**src/rtl/md_rx_arbiter.sv**
```systemverilog
// -----------------------------------------------------------------------------
// md_rx_arbiter
//   Round-robin arbiter that shares the single MD RX channel of the aligner
//   among NUM_REQ sources. The winning beat is captured in one output register
//   stage. The error response from the aligner is returned to the requester
//   that owned the beat.
//
// Ports
//   clk, reset            clock; synchronous active-high reset
//   s_valid/s_ready       per-requester handshake (s_ready is combinational)
//   s_data/offset/size    packed per-requester payload, requester i = slice i
//   s_err                 per-requester 1-cycle error pulse (registered)
//   md_rx_valid/ready     output handshake towards the aligner
//   md_rx_data/offset/size  buffered beat
//   md_rx_err             aligner error, valid on md_rx_valid && md_rx_ready
//   grant_id              owner of the beat held in the output register
//   busy                  output register holds a beat
// -----------------------------------------------------------------------------
module md_rx_arbiter #(
  parameter int ALGN_DATA_WIDTH = 32,
  parameter int NUM_REQ         = 4,
  localparam int BUS_BYTES      = ALGN_DATA_WIDTH / 8,
  localparam int OFFSET_W       = (BUS_BYTES > 1) ? $clog2(BUS_BYTES) : 1,
  localparam int SIZE_W         = $clog2(BUS_BYTES) + 1,
  localparam int ID_W           = (NUM_REQ > 1) ? $clog2(NUM_REQ) : 1
) (
  input  logic                            clk,
  input  logic                            reset,
  input  logic [NUM_REQ-1:0]              s_valid,
  input  logic [NUM_REQ*ALGN_DATA_WIDTH-1:0] s_data,
  input  logic [NUM_REQ*OFFSET_W-1:0]     s_offset,
  input  logic [NUM_REQ*SIZE_W-1:0]       s_size,
  output logic [NUM_REQ-1:0]              s_ready,
  output logic [NUM_REQ-1:0]              s_err,
  output logic                            md_rx_valid,
  output logic [ALGN_DATA_WIDTH-1:0]      md_rx_data,
  output logic [OFFSET_W-1:0]             md_rx_offset,
  output logic [SIZE_W-1:0]               md_rx_size,
  input  logic                            md_rx_ready,
  input  logic                            md_rx_err,
  output logic [ID_W-1:0]                 grant_id,
  output logic                            busy
);

  typedef enum logic {IDLE = 1'b0, BUSY = 1'b1} state_t;

  // NUM_REQ at the width of the pointer-plus-offset sum used for wrap-around
  localparam logic [ID_W:0] NUM_REQ_X = (ID_W + 1)'(NUM_REQ);
  localparam logic [ID_W-1:0] LAST_ID = ID_W'(NUM_REQ - 1);

  state_t                       state_reg, state_next;
  logic [ID_W-1:0]              rr_ptr_reg;
  logic [ID_W-1:0]              grant_id_reg;
  logic [ALGN_DATA_WIDTH-1:0]   md_rx_data_reg;
  logic [OFFSET_W-1:0]          md_rx_offset_reg;
  logic [SIZE_W-1:0]            md_rx_size_reg;
  logic [NUM_REQ-1:0]           s_err_reg;

  logic [ALGN_DATA_WIDTH-1:0]   data_arr   [NUM_REQ];
  logic [OFFSET_W-1:0]          offset_arr [NUM_REQ];
  logic [SIZE_W-1:0]            size_arr   [NUM_REQ];

  logic                         win_found;
  logic [ID_W-1:0]              win_id;
  logic                         can_load;
  logic                         accept;
  logic [ID_W-1:0]              rr_ptr_next;

  // Unpack the per-requester payload slices
  generate
    for (genvar gi = 0; gi < NUM_REQ; gi++) begin : g_unpack
      assign data_arr[gi]   = s_data[gi*ALGN_DATA_WIDTH +: ALGN_DATA_WIDTH];
      assign offset_arr[gi] = s_offset[gi*OFFSET_W +: OFFSET_W];
      assign size_arr[gi]   = s_size[gi*SIZE_W +: SIZE_W];
    end
  endgenerate

  // Round-robin search starting at rr_ptr; the first valid requester wins
  always_comb begin
    logic [ID_W:0] cand;
    win_found = 1'b0;
    win_id    = '0;
    cand      = '0;
    for (int j = 0; j < NUM_REQ; j++) begin
      cand = {1'b0, rr_ptr_reg} + (ID_W + 1)'(j);
      if (cand >= NUM_REQ_X) begin
        cand = cand - NUM_REQ_X;
      end
      if (!win_found && s_valid[cand[ID_W-1:0]]) begin
        win_found = 1'b1;
        win_id    = cand[ID_W-1:0];
      end
    end
  end

  // The register can take a new beat when empty or when the aligner is
  // draining the current one this cycle, giving back-to-back throughput.
  assign can_load    = (state_reg == IDLE) || (md_rx_ready && (state_reg == BUSY));
  assign accept      = can_load && win_found && !reset;
  assign rr_ptr_next = (win_id == LAST_ID) ? '0 : win_id + 1'b1;

  generate
    for (genvar gi = 0; gi < NUM_REQ; gi++) begin : g_ready
      assign s_ready[gi] = accept && (win_id == ID_W'(gi));
    end
  endgenerate

  always_comb begin
    state_next = state_reg;
    unique case (state_reg)
      IDLE: if (accept) state_next = BUSY;
      BUSY: if (md_rx_ready && !accept) state_next = IDLE;
      default: state_next = IDLE;
    endcase
  end

  always_ff @(posedge clk) begin
    if (reset) begin
      state_reg        <= IDLE;
      rr_ptr_reg       <= '0;
      grant_id_reg     <= '0;
      md_rx_data_reg   <= '0;
      md_rx_offset_reg <= '0;
      md_rx_size_reg   <= '0;
      s_err_reg        <= '0;
    end else begin
      state_reg <= state_next;
      // Error pulse for the beat leaving now; independent of any new load
      s_err_reg <= '0;
      if ((state_reg == BUSY) && md_rx_ready) begin
        s_err_reg[grant_id_reg] <= md_rx_err;
      end
      if (accept) begin
        md_rx_data_reg   <= data_arr[win_id];
        md_rx_offset_reg <= offset_arr[win_id];
        md_rx_size_reg   <= size_arr[win_id];
        grant_id_reg     <= win_id;
        rr_ptr_reg       <= rr_ptr_next;
      end
    end
  end

  assign md_rx_valid  = (state_reg == BUSY);
  assign busy         = (state_reg == BUSY);
  assign md_rx_data   = md_rx_data_reg;
  assign md_rx_offset = md_rx_offset_reg;
  assign md_rx_size   = md_rx_size_reg;
  assign grant_id     = grant_id_reg;
  assign s_err        = s_err_reg;

endmodule

```
**config.mk**
```make
export PLATFORM = sky130hd
export DESIGN_NAME = md_rx_arbiter
export DESIGN_NICKNAME = d
export VERILOG_FILES = /design/src/rtl/md_rx_arbiter.sv
export SDC_FILE = /design/constraint.sdc
export NUM_CORES = 1
export LEC_CHECK = 0
export CAP_MARGIN = 20
export CORE_MARGIN = 3
export CORE_UTILIZATION = 37
export DETAILED_ROUTE_END_ITERATION = 10
export GPL_TIMING_DRIVEN = 0
export PLACE_DENSITY = 0.82
export SYNTH_ARGS = -nofsm -noshare
export SYNTH_HDL_FRONTEND = slang
export SYNTH_SLANG_ARGS = --single-unit
```
**constraint.sdc**
```tcl
create_clock -name clk -period 3.6 [get_ports clk]
set_clock_uncertainty 0.2 [all_clocks]
set_input_delay 1.08 -clock clk [delete_from_list [all_inputs] [get_ports clk]]
set_output_delay 1.08 -clock clk [all_outputs]
set_load 0.01 [all_outputs]
```
==> qor.csv <==
metric,value,unit
outcome,completed,
synth_nets,521,
cts_tree,done,
cts.root.buffer_cell,clkbuf_8,
die_h,98.39,um
finalHoldViolCount,0,
worstPathRequired,2.32,ns
synthCells,361,
finalPower,2071,uW
die-area,0.009680,mm2
worstMarginPinSlew,0.7721,ns
final_antenna_net_count,0,
drt_iter0_markers,314,
hold_buffers,0,
holdPathStages,1,
clk_pin_slew,0.10,ns
dieWidth,98.39,um
setup_viol,0,
min_to,s_err[1],
htree_levels,2,
antenna_found_initial,0,
drt-pass1-iter-count,5,
hp-start,grant_id[1],
ys_warn_count,0,
synth_edf_count,0,
critPathLaunchType,input port,
r2r_start,rr_ptr_reg[1],
max_cap_violations,0,
synth_top_family_by_area,compound AO/OA/AOI/OAI gates,
routed_wl,12930,um
min_path_type,reg -> reg,
drive_gt1_share,15.55,%
place.gp.congestion,0.8106,
portBuffers,203,
grt_usage,25.19,%
drc,0,
utilization,70.03,%
nFillCells,653,
placement_rows,33,
wl_per_cell,18.39,um
synth_xor_area_share,0,%
async_flop_share,0,%
via_per_inst,5.671,
cp.buffers_inverters,5,
largest_register_ffs,32,
grt_max_degree,16,
relSlewSlack,48.05,%
grt_overflow,0,
synthMuxAreaShare,12.84,%
vias,3987,
placed_cell_area,0.005326,mm2
fin_area,0.005783,mm2
grt_pass1_vias,3977,
regToRegSetupSlack,0.36,ns
synthSimpleGateAreaFrac,19.29,%
finalCritPeriodShare,99.99,%
clock.fmax,277.8,MHz
diodes,0,
core,0.008258,mm2
synth_compound_area_share,29.56,%
grt_pass1_wl,19820,um
setup-tns-final,0,ns
synth-seq-area-share,29.16,%
slowest_delay,0.24,ns
worst_r2r_endpoint,md_rx_size[2],
worst_slack,0.0003206,ns
syn_avg_cell_area,8.748,um2
synth.distinct_cells,45,
layout_commonest_cell,clkdlybuf4s50_1,
hpwl,9506,um
crit_path_cell_trace,buf_8 -> nand2_4 -> or2_1 -> buf_6 -> nand3_4 -> buf_12 -> clkinv_8 -> ha_2 -> and2_4 -> buf_2,
start_util,38.24,%
synthFlopType,dfxtp_1,
p_per_area,358.1,mW/mm2
synthAdderAreaFrac,1.585,%
boundaryPins,205,
cp_top_family,buffers and inverters,
clock-sinks,46,
final_nets,757,
p_leak,0.002389,uW
end_kind,output pin,
final_cell_mix,"195 x clkdlybuf4s50_1, 46 x dfxtp_1, 35 x mux2i_1, 35 x nand4_1, 30 x o31ai_1",
criticalPathCategory,in -> out,
pre_cts_slack,-1.228,ns
crit_slowest_cell,or2_1,
worst-r2r-cell-count,14,
vdd_drop_max,205.0,uV
cts_buffer_depth,2,
period_minus_slack,3.600,ns
cp_data_arrival_time,2.32,ns
cts_buffers,5,
netlist_area,0.003158,mm2
clock_latency,0.31,ns
areaGrowthSynthToFinish,83.12,%
critPathMaxFanout,4,
rsz0062_at_grt,yes,
synth_seq_cells,46,
drv_slew,0,
==> layer usage <==
layer  vias to the layer above  track usage, %  routed length, um
li1                       1870               -                  -
met1                      1871           31.03               5186
met2                       205           42.69               6302
met3                        41           4.929                888
met4                         0           10.82                548
met5                         -               0                  0
==> worst max path at each step <==
stage                     from         end  slack [ns]  cells after the start
global placement    s_valid[0]  s_ready[2]       -1.18                     10
detailed placement  s_valid[0]  s_ready[0]       -1.23                     10
finish              s_valid[0]  s_ready[3]      0.0003                     10
floorplan           s_valid[0]  s_ready[2]        0.05                      8
global route        s_valid[2]  s_ready[0]       -0.05                      8
CTS                 s_valid[2]  s_ready[1]       0.008                     10
==> what timing repair did <==
item | 4_1_cts | 5_1_grt
resized for setup | 53 | 19
buffers inserted | 18 | 7
pin swaps | 4 | 6
hold endpoints to repair | 0 | 0
endpoints found under the setup margin | 4 | 17
cloned | 1 | 0
==> worst reg2reg max path, delay by kind of cell (launching register included) <==
kind	cells	cell delay [ns]
buffers and inverters	9	1.38
AOI/OAI and AO/OA	3	0.70
DFF	1	0.41
muxes	1	0.23
and+or+nand+nor	1	0.23
==> cell type report <==
cell class	instances	area [um2]	area share, %
clock buffers	5	68.82	1.190
plain buffers	39	214.0	3.700
clock inverters	3	68.82	1.190
flip-flops and latches	46	920.9	15.92
multi-input cells	266	2068	35.76
well taps	105	131.4	2.272
inverters	9	46.29	0.8005
repair buffers	230	2265	39.16
==> kinds of logic (layout without fill, tap and decap cells) <==
kind of cell               count (synthesis)  after routing
adders and majority gates                  4              4
and+or+nand+nor                          110            110
buffers and inverters                     49            286
DFF                                       46             46
muxes                                     40             40
AOI/OAI and AO/OA                        112            112
==> cell usage after synthesis, drive strengths merged (6+ instances only) <==
master,number,area [um2]
a21bo,8,80.08
a21boi,18,135.1
a21oi,10,50.05
a311oi,19,172.7
buf,14,105.1
clkbuf,26,97.59
dfxtp,46,920.9
inv,9,36.29
mux2i,36,360.4
nand2,16,60.06
nand3,6,42.54
nand4,35,219.0
nor2,30,122.6
o211a,6,60.06
o221ai,10,87.58
o31ai,30,225.2
==> stage by stage <==
step,hold slack [ns],instances
final,0.2987,703
after floorplan,0.2818,361
after detailed placement,0.2748,670
after global placement,0.2654,669
after global routing,0.3420,703
after CTS,0.3033,696
==> power breakdown <==
group	internal (uW)	switching [uW]	leakage, uW
clock network	279	207	0.0000683
registers	581	45.7	0.000382
logic	541	418	0.00194
total	1400	671	0.00239
No activity file was read; power rests on OpenSTA's default activity.
